**src/rtl/ccd_pixel_sampler.sv**
```systemverilog
// Receive-side CDS sequencer for a CCD output stage. Follows the phase signals from the clock
// generator, captures reset/signal levels from the ADC and emits framed difference pixels.
module ccd_pixel_sampler #(
  parameter int unsigned ADC_W   = 12,
  parameter int unsigned PIXELS  = 4,
  parameter int unsigned IDX_W   = 8,
  parameter int unsigned RST_DLY = 1,
  parameter int unsigned SIG_DLY = 2
) (
  input  logic             clk,
  input  logic             rst_n,
  input  logic             phi_p,
  input  logic             phi_l1,
  input  logic             phi_l2,
  input  logic             phi_r,
  input  logic [ADC_W-1:0] adc_data,
  input  logic             err_clr,
  output logic             pix_valid,
  output logic [ADC_W-1:0] pix_data,
  output logic [IDX_W-1:0] pix_idx,
  output logic             line_start,
  output logic             line_done,
  output logic             sample_rst,
  output logic             sample_sig,
  output logic             overlap_err,
  output logic             seq_err,
  output logic             count_err
);

  typedef enum logic [2:0] {
    StIdle,
    StWaitR,
    StDlyR,
    StWaitS,
    StDlyS
  } state_e;

  localparam logic [IDX_W-1:0] PixLast = IDX_W'(PIXELS);
  localparam logic [3:0]       RstDly  = 4'(RST_DLY);
  localparam logic [3:0]       SigDly  = 4'(SIG_DLY);

  state_e           state_q, state_d;
  logic [IDX_W-1:0] cnt_q, cnt_d, cnt_inc;
  logic [3:0]       dly_q, dly_d;
  logic [ADC_W-1:0] ref_q, ref_d;

  logic             phi_p_q, phi_l2_q, phi_r_q;
  logic             p_rise, l2_fall, r_fall;

  logic             pix_valid_d, line_start_d, line_done_d, sample_rst_d, sample_sig_d;
  logic [ADC_W-1:0] pix_data_d;
  logic [IDX_W-1:0] pix_idx_d;
  logic             seq_set, count_set, overlap_set;
  logic             overlap_d, seq_d, count_d;

  // Edges compare the live input with its one-cycle-old copy.
  assign p_rise  = phi_p & ~phi_p_q;
  assign l2_fall = ~phi_l2 & phi_l2_q;
  assign r_fall  = ~phi_r & phi_r_q;
  assign cnt_inc = cnt_q + IDX_W'(1);

  always_comb begin
    state_d      = state_q;
    cnt_d        = cnt_q;
    dly_d        = dly_q;
    ref_d        = ref_q;
    pix_valid_d  = 1'b0;
    pix_data_d   = pix_data;
    pix_idx_d    = pix_idx;
    line_start_d = 1'b0;
    line_done_d  = 1'b0;
    sample_rst_d = 1'b0;
    sample_sig_d = 1'b0;
    seq_set      = 1'b0;
    count_set    = 1'b0;

    // A line start mid-line beats any simultaneous phi_r / phi_l2 event.
    if (state_q != StIdle && p_rise) begin
      count_set    = (cnt_q != PixLast);
      line_start_d = 1'b1;
      cnt_d        = '0;
      state_d      = StWaitR;
    end else begin
      case (state_q)
        StIdle: begin
          if (p_rise) begin
            line_start_d = 1'b1;
            cnt_d        = '0;
            state_d      = StWaitR;
          end
        end
        StWaitR: begin
          if (l2_fall) begin
            seq_set = 1'b1;
          end else if (r_fall) begin
            dly_d   = RstDly;
            state_d = StDlyR;
          end
        end
        StDlyR: begin
          if (l2_fall) begin
            seq_set = 1'b1;
            state_d = StWaitR;
          end else if (dly_q == 4'd0) begin
            sample_rst_d = 1'b1;
            ref_d        = adc_data;
            state_d      = StWaitS;
          end else begin
            dly_d = dly_q - 4'd1;
          end
        end
        StWaitS: begin
          if (r_fall) begin
            seq_set = 1'b1;
            state_d = StWaitR;
          end else if (l2_fall) begin
            dly_d   = SigDly;
            state_d = StDlyS;
          end
        end
        StDlyS: begin
          if (r_fall) begin
            seq_set = 1'b1;
            state_d = StWaitR;
          end else if (dly_q == 4'd0) begin
            sample_sig_d = 1'b1;
            pix_valid_d  = 1'b1;
            pix_data_d   = (adc_data > ref_q) ? '0 : (ref_q - adc_data);
            pix_idx_d    = cnt_q;
            cnt_d        = cnt_inc;
            if (cnt_inc == PixLast) begin
              line_done_d = 1'b1;
              state_d     = StIdle;
            end else begin
              state_d = StWaitR;
            end
          end else begin
            dly_d = dly_q - 4'd1;
          end
        end
        default: state_d = StIdle;
      endcase
    end
  end

  // Sticky flags: a set in the same cycle as err_clr wins.
  assign overlap_set = phi_l1 & phi_l2;
  assign overlap_d   = overlap_set | (overlap_err & ~err_clr);
  assign seq_d       = seq_set | (seq_err & ~err_clr);
  assign count_d     = count_set | (count_err & ~err_clr);

  always_ff @(posedge clk or negedge rst_n) begin
    if (!rst_n) begin
      state_q     <= StIdle;
      cnt_q       <= '0;
      dly_q       <= '0;
      ref_q       <= '0;
      phi_p_q     <= 1'b0;
      phi_l2_q    <= 1'b0;
      phi_r_q     <= 1'b0;
      pix_valid   <= 1'b0;
      pix_data    <= '0;
      pix_idx     <= '0;
      line_start  <= 1'b0;
      line_done   <= 1'b0;
      sample_rst  <= 1'b0;
      sample_sig  <= 1'b0;
      overlap_err <= 1'b0;
      seq_err     <= 1'b0;
      count_err   <= 1'b0;
    end else begin
      state_q     <= state_d;
      cnt_q       <= cnt_d;
      dly_q       <= dly_d;
      ref_q       <= ref_d;
      phi_p_q     <= phi_p;
      phi_l2_q    <= phi_l2;
      phi_r_q     <= phi_r;
      pix_valid   <= pix_valid_d;
      pix_data    <= pix_data_d;
      pix_idx     <= pix_idx_d;
      line_start  <= line_start_d;
      line_done   <= line_done_d;
      sample_rst  <= sample_rst_d;
      sample_sig  <= sample_sig_d;
      overlap_err <= overlap_d;
      seq_err     <= seq_d;
      count_err   <= count_d;
    end
  end

endmodule

```
**config.mk**
```make
export PLATFORM = sky130hd
export DESIGN_NAME = ccd_pixel_sampler
export DESIGN_NICKNAME = d
export VERILOG_FILES = /design/src/rtl/ccd_pixel_sampler.sv
export SDC_FILE = /design/constraint.sdc
export NUM_CORES = 1
export LEC_CHECK = 0
export ABC_AREA = 0
export BUFFER_PORTS_ARGS = -buffer_cell sky130_fd_sc_hd__buf_2
export CAP_MARGIN = 0
export CORE_MARGIN = 2
export CORE_UTILIZATION = 50
export CTS_CLUSTER_SIZE = 40
export DETAILED_ROUTE_END_ITERATION = 12
export PLACE_DENSITY = 0.77
export RECOVER_POWER = 25
export SLEW_MARGIN = 10
export SYNTH_ARGS = -nofsm -noshare
export SYNTH_HDL_FRONTEND = slang
export SYNTH_SLANG_ARGS = --single-unit
```
**constraint.sdc**
```tcl
create_clock -name clk -period 4.4 [get_ports clk]
set_input_delay 0.88 -clock clk [delete_from_list [all_inputs] [get_ports clk]]
set_output_delay 0.88 -clock clk [all_outputs]
set_load 0.01 [all_outputs]
```
==> results of run 1 <==
[placed cells by master (no fill, tap or decap), types with 3 or more instances in the layout]
master,instances
nand3_1,5
bufinv_16,3
inv_1,28
o21a_1,3
nor2_1,25
a21oi_1,12
ha_1,15
or3_1,6
nand2b_1,3
dfrtp_1,57
nor3_1,9
xor2_1,6
nand2_1,50
o21ai_2,11
nor2b_1,6
nand4_1,3
a211o_1,3
o21ai_0,19
buf_2,42
clkbuf_8,10
xnor2_1,7
a22o_1,8
clkbuf_1,5
[flip-flops by register name, summed over array words and instances, names as in the netlist, 3 cells and up]
name / count
ref_q: 12
dly_q: 4
pix_data: 12
cnt_q: 8
state_q: 3
pix_idx: 8
[metal layers]
layer / part of all wire, % / vias to the layer above / wire [um] / global-route usage, %
met5: 0 / - / 0 / 0
met4: 2.4 / 0 / 153 / 9.389
met3: 4.0 / 12 / 253 / 4.374
met2: 45 / 59 / 2876 / 30.57
met1: 48 / 1172 / 3050 / 26.78
li1: - / 1237 / - / -
[where the power goes]
| group | internal [uW] | switching, uW | total [uW] | leakage (uW) |
|---|---|---|---|---|
| logic | 199 | 272 | 471 | 0.000949 |
| registers | 581 | 47.7 | 629 | 0.000768 |
| clock network | 391 | 217 | 608 | 0.000120 |
[how the worst max path moves through the flow]
stage	endpoint	cells past startpoint	slack, ns
global placement	pix_data[9]	9	1.34
floorplan	pix_data[11]	8	1.56
detailed placement	pix_data[11]	9	1.29
CTS	pix_data[9]	9	1.63
finish	pix_data[9]	9	1.61
global route	pix_data[9]	9	1.46
[area by class of cell]
| type | count | area [um^2] |
|---|---|---|
| clock inverter | 5 | 102.6 |
| inverter | 29 | 108.9 |
| timing repair buffer | 47 | 232.7 |
| multi-input combinational | 231 | 1519 |
| sequential | 57 | 1426 |
| fill | 524 | 2366 |
| clock buffer | 11 | 141.4 |
| tap | 75 | 93.84 |
[metrics by stage]
step	util (%)	power, uW	area (um^2)	hold WS, ns	worst slack (ns)
after floorplan	-	999.6	3129	0.4553	1.561
after CTS	60.59	1715	3630	0.4753	1.627
after global routing	60.51	1804	3625	0.5003	1.461
after global placement	56.52	1084	3386	0.4552	1.345
after detailed placement	56.52	1101	3386	0.4593	1.290
final	60.51	1707	3625	0.4694	1.611
[kinds of logic after synthesis]
kind of cell / after synthesis
flops: 57
compound gates: 80
buf+inv: 42
simple gates: 120
fa+ha+maj: 16
mux: 2
xor+xnor: 13
[worst max-delay path, stage by stage]
cell and delay, ns:
buf_2 0.10, ha_1 0.16, inv_1 0.06, fa_1 0.41
a21oi_2 0.18, o2111ai_2 0.22, a2111oi_2 0.58, nor4_4 0.17
a32o_1 0.26
==> flow_metrics.py, run 1 <==
metrics = {
    "synth": {
        "synth_top_family_by_area": "simple AND/OR/NAND/NOR gates",
        "synth_xor_xnor_area_share_pct": 3.639,
        "ys_top_cells_by_area": "dfrtp_1, ha_1, nand2_1",
        "yosys.area.top_type": "dfrtp_1",
        "yosysWarnings": 0,
        "postSynth.asyncResetShare_pct": 100.0,
        "ys_types": 57,
        "synth-compound-area-share_pct": 18.23,
        "muxShareOfSynthArea_pct": 0.6397,
        "ys_top_cells_by_count": "dfrtp_1, nand2_1, inv_1, nor2_1, o21ai_0",
        "yosysSeqAreaShare_pct": 45.58,
        "synth_simple_gate_area_share_pct": 19.39,
        "syn_inst": 330,
        "syn_nets": 365,
        "syn_area_um2": 3129,
        "synthAdderAreaFrac_pct": 6.637,
        "yosysTopAreaCellShare_pct": 45.58,
        "synth_seq_cells": 57,
        "yosysMostFrequentCell": "dfrtp_1",
        "synth_edf_count": 0,
        "yosys_most_used_dff": "dfrtp_1",
        "syn_avg_cell_area_um2": 9.483,
    },
    "die": {
        "die_y_um": 83.11,
        "core_area_um2": 5991,
        "core.rowCount": 28,
        "ioPinCount": 47,
        "start_util_pct": 52.23,
        "die_w_um": 83.11,
        "dieArea_um2": 6907,
    },
    "routing": {
        "drt_iter0_drc": 127,
        "vias": 2480,
        "viasPerCell": 5.451,
        "wl_per_cell_um": 13.92,
        "wl_um": 6334,
        "drtAntennaViolNets": 0,
        "drcViolationCount": 0,
        "drt_first_pass_iters": 4,
    },
    "global_route": {
        "grt_pass1_wl_um": 11140,
        "grt_overflow_total": 0,
        "grt_start_max_net_pins": 36,
        "track_usage_pct": 19.87,
        "grt_pass1_vias": 2429,
        "antenna_found_initial": 0,
    },
    "clocking": {
        "cts.path.max_buffers": 2,
        "cts_root_buffer": "clkbuf_8",
        "cts_resized": 0,
        "clkLatencyLatePin_ns": 0.34,
        "cts.sinks": 57,
        "holdBufCountCts": 0,
        "cts_buffers": 9,
        "cts_tree": "done",
        "clk_pin_slew_ns": 0.07,
        "postCtsSetupRepairBufs": 0,
        "htree_levels": 3,
    },
    "sta": {
        "slew_headroom_pct": 19.99,
        "max_freq_mhz": 358.6,
        "finalCriticalPeriod_ns": 2.789,
        "setup_violations": 0,
        "rsz0062_at_grt": "false",
        "drv_slew": 0,
        "fin_tns_setup_ns": 0,
        "finalHoldViolations": 0,
        "worst_slew_pin_slew_ns": 1.200,
        "finClkSkew_ns": 0.004418,
        "post-route-period-util_pct": 63.38,
    },
    "placement": {
        "place.gp.congestion": 0.8122,
        "port_buffers": 46,
        "post-dp-hpwl_um": 4509,
        "place_inst": 439,
    },
    "layout": {
        "final_nets": 410,
        "area_growth_pct": 15.83,
        "antenna_cells": 0,
        "fin_cells": 455,
        "final_layout_size_suffix_gt1_share_pct": 20.53,
    },
    "worst_setup_path": {
        "startpoint": "adc_data[0]",
        "rrSetupSlack_ns": 1.81,
        "critPathLaunchType": "primary input",
        "r2r_cells": 8,
        "cp.required_ns": 4.62,
        "r2r-start": "dly_q[0]",
        "crit_path_max_fanout": 10,
        "crit_arrival_ns": 3.01,
        "reg2reg_to": "ref_q[0]",
        "crit_path_end_kind": "flip-flop",
        "path_class": "primary input to flip-flop",
    },
    "pwr": {
        "worst_ir_drop_vdd_v": 0.0002915,
        "power.density_nw_per_um2": 470.8,
        "cellLeakagePower_uw": 0.001837,
    },
    "min_path": {
        "min_path_cells": 2,
        "holdCritPathClass": "flip-flop to flip-flop",
        "hp-start": "pix_idx[7]",
        "holdPathEnd": "pix_idx[7]",
    },
    "flow_run": {
        "drv_cap": 0,
    },
    "outcome": {
        "status": "completed",
    },
}
Note: power is estimated with default switching activity, not from simulation.
==> run 2: changes to the inputs <==
- PLACE_DENSITY: 0.77 -> 0.8
- clock period: 4.4 -> 2.25 ns (I/O delays scaled with it)
==> run 2 against run 1 <==
The run now ends with negative setup slack left. Hold slack got worse by 0.23 ns. Utilization grew 3.6 points. Sequential share of layout area is 2.2 points lower. Flip-flop and latch count stayed put. Register-to-register slack got worse by 1.8 ns. Routed wire length is 7.0% higher. Global-route usage up 0.63 points. First-iteration DRC count down 31%. Via count grew 6.8%. Final area is 5.9% higher. Worst setup slack worse by 1.6 ns.
==> flow_metrics.py, run 2 (synthesis gave the netlist of run 1 again) <==
metrics = {
    "outcome": {
        "status": "finished with violations",
        "violations": "negative setup slack",
    },
    "layout": {
        "final_common_cell": "dfrtp_1",
        "area_growth_pct": 22.63,
        "final_nets": 439,
        "fill_cells": 487,
        "reg_top3": "pix_data: 12 flops, ref_q: 12 flops",
        "final_layout_size_suffix_gt1_share_pct": 27.14,
        "final_cell_mix": "dfrtp_1, nand2_1, buf_2, buf_4, inv_1",
        "multi_input_area_um2": 1582,
        "antenna_cells": 0,
        "regArea_um2": 1426,
        "fin_util_pct": 64.06,
    },
    "worst_setup_path": {
        "r2r_cells": 10,
        "crit_path_max_fanout": 5,
        "rrSetupSlack_ns": -0.01,
        "r2r-start": "ref_q[0]",
        "crit_arrival_ns": 2.50,
        "critPathLaunchType": "flip-flop",
        "path_class": "flip-flop to flip-flop",
        "cp.required_ns": 2.48,
        "reg2reg_to": "pix_data[11]",
        "crit_path_end_kind": "flip-flop",
    },
    "sta": {
        "slew_headroom_pct": 13.81,
        "holdWs_ns": 0.2394,
        "worst_slew_pin_slew_ns": 1.293,
        "post-route-period-util_pct": 100.6,
        "finalHoldViolations": 0,
        "max_freq_mhz": 441.8,
        "fin_tns_setup_ns": -0.01326,
        "drv_slew": 0,
        "rsz0062_at_grt": "true",
        "setup_ws_ns": -0.01326,
        "finalCriticalPeriod_ns": 2.263,
        "finClkSkew_ns": 0.007709,
        "setup_violations": 1,
    },
    "min_path": {
        "holdCritPathClass": "primary input to flip-flop",
        "hp-start": "phi_p",
        "holdPathEnd": "phi_p_q",
        "min_path_cells": 1,
    },
    "die": {
        "ioPinCount": 47,
        "die_w_um": 83.11,
        "die_y_um": 83.11,
        "core.rowCount": 28,
        "core_area_um2": 5991,
        "dieArea_um2": 6907,
        "start_util_pct": 52.23,
    },
    "global_route": {
        "antenna_found_initial": 0,
        "grt_overflow_total": 0,
        "track_usage_pct": 20.50,
        "grt_pass1_vias": 2514,
        "gr-usage-met1_pct": 25.41,
        "grt_start_max_net_pins": 35,
        "met3_usage_pct": 3.976,
        "grt_pass1_wl_um": 11440,
        "top_usage_layer": "met2",
        "grtUsageMet2_pct": 33.72,
    },
    "placement": {
        "place.gp.congestion": 0.8352,
        "port_buffers": 46,
        "dp_slack_ns": -0.1741,
        "post-dp-hpwl_um": 4864,
    },
    "routing": {
        "drt_iter0_drc": 87,
        "viasPerCell": 5.471,
        "drcViolationCount": 0,
        "vias": 2648,
        "drt_first_pass_iters": 4,
        "wl_per_cell_um": 14.00,
        "wl_um": 6775,
        "drtAntennaViolNets": 0,
    },
    "pwr": {
        "worst_ir_drop_vdd_v": 0.0005655,
        "power.density_nw_per_um2": 854.5,
        "cellLeakagePower_uw": 0.001956,
        "p_total_uw": 3279,
    },
    "clocking": {
        "htree_levels": 3,
        "cts.sinks": 57,
        "clkLatencyLatePin_ns": 0.34,
        "cts.path.max_buffers": 2,
        "cts_root_buffer": "clkbuf_8",
        "cts_buffers": 9,
        "cts_tree": "done",
        "clk_pin_slew_ns": 0.06,
    },
    "flow_run": {
        "drv_cap": 0,
    },
}
==> run 2: changes by cell type in the layout (fill, tap and decap cells not counted), moves of 2 or more <==
cell and change:
buf_4 +26, bufinv_16 -3, clkinv_2 +2, inv_1 -2, inv_2 +2
==> run 2: stage by stage <==
stage                     cell area, um^2  std cells
after floorplan                      3144        330
after global placement               3613        464
after detailed placement             3613        464
after CTS                            3827        483
after global routing                 3837        484
final                                3837        484
==> run 2: final cells by class <==
type / instances / area share, %
timing repair buffer: 75 / 11.80
clock buffer: 13 / 4.141
multi-input combinational: 232 / 41.21
clock inverter: 3 / 0.3913
inverter: 29 / 2.837
tap: 75 / 2.445
sequential: 57 / 37.17
==> run 2: where the power goes <==
group / internal (uW) / leakage (uW) / switching (uW)
Clock: 455 / 0.0000932 / 412
Sequential: 1140 / 0.000768 / 73.2
Combinational: 555 / 0.00109 / 647
==> run 2: worst max path at each step <==
stage | end | startpoint | slack (ns)
final | pix_data[11] | ref_q[0] | -0.01
after global routing | pix_data[11] | ref_q[0] | -0.14
after CTS | pix_data[11] | ref_q[0] | 0.005
after detailed placement | pix_data[9] | adc_data[0] | -0.17
after global placement | pix_data[9] | adc_data[1] | -0.13
after floorplan | pix_data[9] | adc_data[1] | 0.002
==> run 2: repair_timing <==
action | 4_1_cts | 5_1_grt
gates resized for setup | 4 | 3
pin swaps | 1 | 3
cloned | 1 | 0
hold buffers | 0 | 0
buffers inserted | 2 | 1
endpoints found under the setup margin | 11 | 12
endpoints found under the hold margin | 0 | 0
==> run 2: critical path, cell delays in order, from the launching register on <==
cell	delay [ns]
dfrtp_1	0.38
inv_2	0.08
ha_4	0.13
inv_2	0.03
fa_2	0.36
a21oi_4	0.20
o2111ai_4	0.14
a2111oi_4	0.30
buf_4	0.19
nor4_4	0.06
a32o_1	0.27
==> run 2: metal layers <==
| layer | share of wire [%] | wire (um) |
|---|---|---|
| met1 | 43 | 2889 |
| met4 | 2.6 | 174 |
| met2 | 51 | 3440 |
| met5 | 0 | 0 |
| met3 | 4.0 | 271 |
